**src/rtl/sine_meas.sv**
```systemverilog
// sine_meas: measures period, max, min, amplitude and DC offset of a sampled waveform.
// Latency: results and meas_valid appear 1 clk after the closing rising crossing is accepted.
// Backpressure: none; only cycles with sample_valid advance state, and idle cycles hold everything.
//
// Ports:
//   clk, rst           clock, synchronous active-high reset
//   en                 measurement enable; low resynchronises and clears accumulators
//   sample_valid/data  signed input sample stream
//   thr                signed rising-crossing threshold
//   meas_valid         one-cycle pulse; period/max_val/min_val/amp/offset updated with it
//   timeout            one-cycle pulse when no crossing arrives within MAX_PERIOD samples
//   locked             high while measuring (between crossings)
module sine_meas #(
    parameter int DATA_W     = 16,
    parameter int CNT_W      = 20,
    parameter int HYST       = 64,
    parameter int MAX_PERIOD = 2**20-1
) (
    input  logic              clk,
    input  logic              rst,
    input  logic              en,
    input  logic              sample_valid,
    input  logic [DATA_W-1:0] sample_data,
    input  logic [DATA_W-1:0] thr,
    output logic              meas_valid,
    output logic [CNT_W-1:0]  period,
    output logic [DATA_W-1:0] max_val,
    output logic [DATA_W-1:0] min_val,
    output logic [DATA_W-1:0] amp,
    output logic [DATA_W-1:0] offset,
    output logic              timeout,
    output logic              locked
);

    typedef enum logic {SYNC, MEAS} state_t;

    state_t                   state, state_nxt;
    logic                     armed;
    logic [CNT_W-1:0]         counter;
    logic signed [DATA_W-1:0] max_acc, min_acc;
    logic signed [DATA_W-1:0] samp_s, thr_s;

    // One extra bit keeps thr-HYST, max-min and max+min free of wrap-around.
    logic signed [DATA_W:0]   samp_ext, thr_lo;
    logic signed [DATA_W:0]   diff, sum;
    logic [DATA_W-1:0]        amp_nxt, offset_nxt;

    logic                     below, at_or_above, crossing, timeout_hit;

    assign samp_s      = $signed(sample_data);
    assign thr_s       = $signed(thr);
    assign samp_ext    = $signed({sample_data[DATA_W-1], sample_data});
    assign thr_lo      = $signed({thr[DATA_W-1], thr}) - $signed((DATA_W+1)'(HYST));
    assign below       = samp_ext < thr_lo;
    assign at_or_above = samp_s >= thr_s;

    assign crossing    = sample_valid && armed && at_or_above;
    // A crossing on the same sample takes precedence over the timeout.
    assign timeout_hit = sample_valid && (state == MEAS) && !crossing
                         && (counter == CNT_W'(MAX_PERIOD));

    // Closing results come from the accumulators, so the crossing sample is excluded.
    assign diff       = $signed({max_acc[DATA_W-1], max_acc}) - $signed({min_acc[DATA_W-1], min_acc});
    assign sum        = $signed({max_acc[DATA_W-1], max_acc}) + $signed({min_acc[DATA_W-1], min_acc});
    assign amp_nxt    = DATA_W'(diff >>> 1);
    assign offset_nxt = DATA_W'(sum >>> 1);

    assign locked = (state == MEAS);

    always_ff @(posedge clk) begin
        if (rst) begin
            state <= SYNC;
        end else begin
            state <= state_nxt;
        end
    end

    always_comb begin
        state_nxt = state;
        if (!en) begin
            state_nxt = SYNC;
        end else if (crossing) begin
            state_nxt = MEAS;
        end else if (timeout_hit) begin
            state_nxt = SYNC;
        end
    end

    always_ff @(posedge clk) begin
        if (rst) begin
            armed      <= 1'b0;
            counter    <= '0;
            max_acc    <= '0;
            min_acc    <= '0;
            meas_valid <= 1'b0;
            timeout    <= 1'b0;
            period     <= '0;
            max_val    <= '0;
            min_val    <= '0;
            amp        <= '0;
            offset     <= '0;
        end else begin
            meas_valid <= 1'b0;
            timeout    <= 1'b0;
            if (!en) begin
                armed   <= 1'b0;
                counter <= '0;
                max_acc <= '0;
                min_acc <= '0;
            end else if (sample_valid) begin
                if (crossing) begin
                    armed   <= 1'b0;
                    counter <= CNT_W'(1);
                    max_acc <= samp_s;
                    min_acc <= samp_s;
                    if (state == MEAS) begin
                        meas_valid <= 1'b1;
                        period     <= counter;
                        max_val    <= max_acc;
                        min_val    <= min_acc;
                        amp        <= amp_nxt;
                        offset     <= offset_nxt;
                    end
                end else if (timeout_hit) begin
                    timeout <= 1'b1;
                    armed   <= 1'b0;
                    counter <= '0;
                end else begin
                    if (below) begin
                        armed <= 1'b1;
                    end
                    // counter < MAX_PERIOD here, so the increment cannot wrap.
                    if (state == MEAS) begin
                        counter <= counter + CNT_W'(1);
                        if (samp_s > max_acc) max_acc <= samp_s;
                        if (samp_s < min_acc) min_acc <= samp_s;
                    end
                end
            end
        end
    end

endmodule

```
**config.mk**
```make
export PLATFORM = sky130hd
export DESIGN_NAME = sine_meas
export DESIGN_NICKNAME = d
export VERILOG_FILES = /design/src/rtl/sine_meas.sv
export SDC_FILE = /design/constraint.sdc
export NUM_CORES = 1
export LEC_CHECK = 0
export BUFFER_PORTS_ARGS = -buffer_cell sky130_fd_sc_hd__buf_2
export CAP_MARGIN = 15
export CORE_AREA = 3 3 123 125
export CTS_BUF_LIST = sky130_fd_sc_hd__clkbuf_16
export CTS_CLUSTER_SIZE = 25
export DETAILED_ROUTE_END_ITERATION = 8
export DIE_AREA = 0 0 126 128
export HOLD_SLACK_MARGIN = 0.06
export PLACE_DENSITY = 0.85
export SYNTH_ARGS = -nofsm -noshare
export SYNTH_HDL_FRONTEND = slang
export SYNTH_SLANG_ARGS = --single-unit
```
**constraint.sdc**
```tcl
create_clock -name clk -period 4.02 [get_ports clk]
set_clock_uncertainty 0.2 [all_clocks]
set_input_delay 0.201 -clock clk [delete_from_list [all_inputs] [get_ports clk]]
set_output_delay 0.201 -clock clk [all_outputs]
set_load 0.02 [all_outputs]
```
==> flow_summary.toml <==
[clock_network]
htree_levels = 4
cts_tree = "done"
cts_buffers = 17
cts_buffer_depth = 2
cts_resized = 0
cts_setup_buffers = 0
cts_hold_buf = 18
cts_num_sinks = 140
cts-root-buf = "clkbuf_16"
cts.clk_slew.worst_paths_ns = 0.06
clkLatencyLatePin_ns = 0.43

[synth]
synth_area_per_cell_um2 = 8.074
syn-num-nets = 1145
yosys_warnings = 0
synth_seq_cells = 140
synth-seq-area-share_pct = 34.13
synth-edff-count = 0
ys_async_sr_fraction_pct = 0
synth_area_leaders = "dfxtp_1 (34%), ha_1 (14%), nand2_1 (9.1%), a21oi_1 (5.9%), mux2i_1 (4.1%)"
synth_cells = 1017
synth_top_area_share_pct = 34.13
syn_area_um2 = 8212
yosys.area.top_type = "dfxtp_1"
ys.flop_type = "dfxtp_1"
ys_types = 62

[cells_and_area]
post-route-util_pct = 69.39
layout_commonest_cell = "nand2_1"
fin_nets = 1268
antenna_cells = 0
synthToLayoutAreaGrowth_pct = 18.21
layout_common_cells = "nand2_1 (200), dfxtp_1 (140), buf_2 (122), a21oi_1 (97), ha_1 (90)"
filler_cell_count = 1148
drive_gt1_share_pct = 15.78

[setup_path]
worstPathRequired_ns = 4.14
start_kind = "primary input"
slowest_delay_ns = 0.75
cpMostUsedCell = "a21o_1"
slowest_stage = "nor2_4"
end_kind = "flip-flop"
worstPathArrival_ns = 3.91
r2r_end = "offset[14]$_SDFFE_PP0P_"
r2r_cells = 10
rrSetupSlack_ns = 0.53
crit_buf_inv = 3
crit_family = "compound AO/OA/AOI/OAI gates"
worstSetupPathType = "primary input to flip-flop"
r2r-start = "min_acc[1]$_SDFFE_PP0P_"
path_cells = "dlygate4sd3_1, buf_2, ha_1, a21o_1, a21o_1, a21o_1, a2111oi_4, mux2i_1, nor2_4, buf_12, nor2_1, a211oi_1"
worstPathMaxFanout = 58

[routing]
via_per_inst = 5.663
drtIter0Drc = 582
via_count = 7549
ant_nets = 0
wirelength_mm = 21.03
drt_pass1_iterations = 7
wire_per_inst_um = 15.77
drcViolationCount = 0

[die]
initial_core_util_pct = 58.70
rows = 43
die_y_um = 128
die-area_um2 = 16130
fp.coreArea_um2 = 13990
die_w_um = 126
io_pins = 123

[sta]
max_freq_mhz = 263.5
finalHoldViolations = 0
tns_ns = 0
rsz0062_at_grt = "false"
relSlewSlack_pct = 41.51
min_period_ns = 3.796
fin_crit_sh_pct = 94.42
holdWs_ns = 0.1857
finalSetupViolCount = 0
drv_slew = 0
worst_slew_pin_slew_ns = 0.8753
final.setup.worst_slack_ns = 0.2243

[place]
numPortBuffers = 122
pre_cts_slack_ns = 0.4458
gp_congestion = 0.9071
place_hpwl_mm = 15.49

[run_status]
status = "finished, final reports clean"

[flow_run]
drv_cap = 0

[power]
fin_total_pwr_mw = 3.154
p_leak_nw = 4.242
ir_worst_vdd_uv = 314.5
power_density_nw_per_um2 = 324.9

[worst_hold_path]
whs_path_depth = 3
holdPathEnd = "meas_valid$_SDFF_PP0_"
hold_start = "rst"
hold_class = "primary input to flip-flop"

[global_routing]
grt_pass1_wl_mm = 34.42
grt_start_max_net_pins = 88
antenna_found_initial = 0
gr-usage-all-layers_pct = 26.10
grt.overflow.total = 0
grt_pass1_vias = 7029
## power by group
group          internal [mW]  total, mW  leakage [nW]  switching (mW)
clock                  0.858       1.48         0.270           0.626
sequential              1.39       1.39          1.13         0.00391
combinational          0.116      0.276          2.85           0.161
## worst register-to-register path, stage by stage (launching register included)
cell and delay (ns):
dfxtp_1 0.47, inv_1 0.17, ha_1 0.32, nor4bb_1 0.38, o311ai_0 0.33, a31oi_1 0.31
o22ai_1 0.16, or4_1 0.44, a31oi_1 0.24, xor2_1 0.22, a211oi_1 0.10
## stage by stage
step           std cells  instance area [um2]
2_1_floorplan       1017                 8212
3_3_place_gp        1283                 8960
3_5_place_dp        1283                 8960
4_1_cts             1333                 9707
5_1_grt             1333                 9707
6_report            1333                 9707
## flip-flops by register name, indices dropped and copies added (netlist names)
register / flops
timeout: 1
locked: 1
amp: 16
counter: 20
max_val: 16
min_val: 16
min_acc: 16
offset: 16
max_acc: 16
armed: 1
period: 20
meas_valid: 1
## metal layers
| layer | GRT usage [%] | vias up | routed length, um |
|---|---|---|---|
| met2 | 40.59 | 270 | 9403 |
| met5 | 0 | - | 0 |
| met1 | 36.08 | 3496 | 9706 |
| met4 | 9.968 | 0 | 483 |
| li1 | - | 3750 | - |
| met3 | 4.958 | 33 | 1433 |
## kinds of logic (layout without fill, tap and decap cells)
kind of cell	Yosys count	after routing	share of synthesized area, %
compound gates	210	210	16.29
xor+xnor	39	39	4.160
fa+ha+maj	92	92	14.20
buf+inv	121	257	5.912
flops	140	140	34.13
mux	35	35	4.282
simple gates	380	380	21.03
## synthesized netlist by cell type, types with 2 or more instances
cell / instances
nand2_1: 200
dfxtp_1: 140
a21oi_1: 97
ha_1: 90
inv_1: 70
nor2_1: 67
clkbuf_1: 35
mux2i_1: 34
xnor2_1: 33
o21ai_0: 26
a211oi_1: 25
nor3_1: 18
a21o_1: 14
nand3_1: 14
buf_2: 13
nor2b_1: 13
nor4_1: 13
nand2b_1: 9
o21a_1: 8
nand3b_1: 7
nand4_1: 7
or3_1: 7
and4_1: 6
xor2_1: 6
a311oi_1: 4
a31oi_1: 4
o22ai_1: 4
and2_1: 3
and3_1: 3
nand4b_1: 3
o21bai_1: 3
o31ai_1: 3
or4_1: 3
a31o_1: 2
a31o_2: 2
a41oi_1: 2
buf_6: 2
fa_1: 2
nor3b_1: 2
## how the worst max path moves through the flow
stage / startpoint / endpoint / slack [ns] / depth (start not counted)
finish: sample_data[5] / offset[6]$_SDFFE_PP0P_ / 0.22 / 12
global placement: sample_data[5] / offset[13]$_SDFFE_PP0P_ / 0.51 / 11
CTS: sample_data[5] / offset[6]$_SDFFE_PP0P_ / 0.26 / 12
global route: sample_data[5] / offset[6]$_SDFFE_PP0P_ / 0.03 / 12
detailed placement: sample_data[5] / min_val[12]$_SDFFE_PP0P_ / 0.45 / 11
floorplan: thr[5] / counter[19]$_SDFFE_PP0P_ / 0.96 / 10
## cell type report
cell class              count  area (um2)  area share, %
flip-flops and latches    140        2803          28.87
clock buffers              17       425.4          4.383
repair buffers            155       915.9          9.435
inverters                  70       262.8          2.707
clock inverters            15       141.4          1.457
multi-input cells         756        4933          50.82
well taps                 180       225.2          2.320
(Power assumes the default switching activity.)
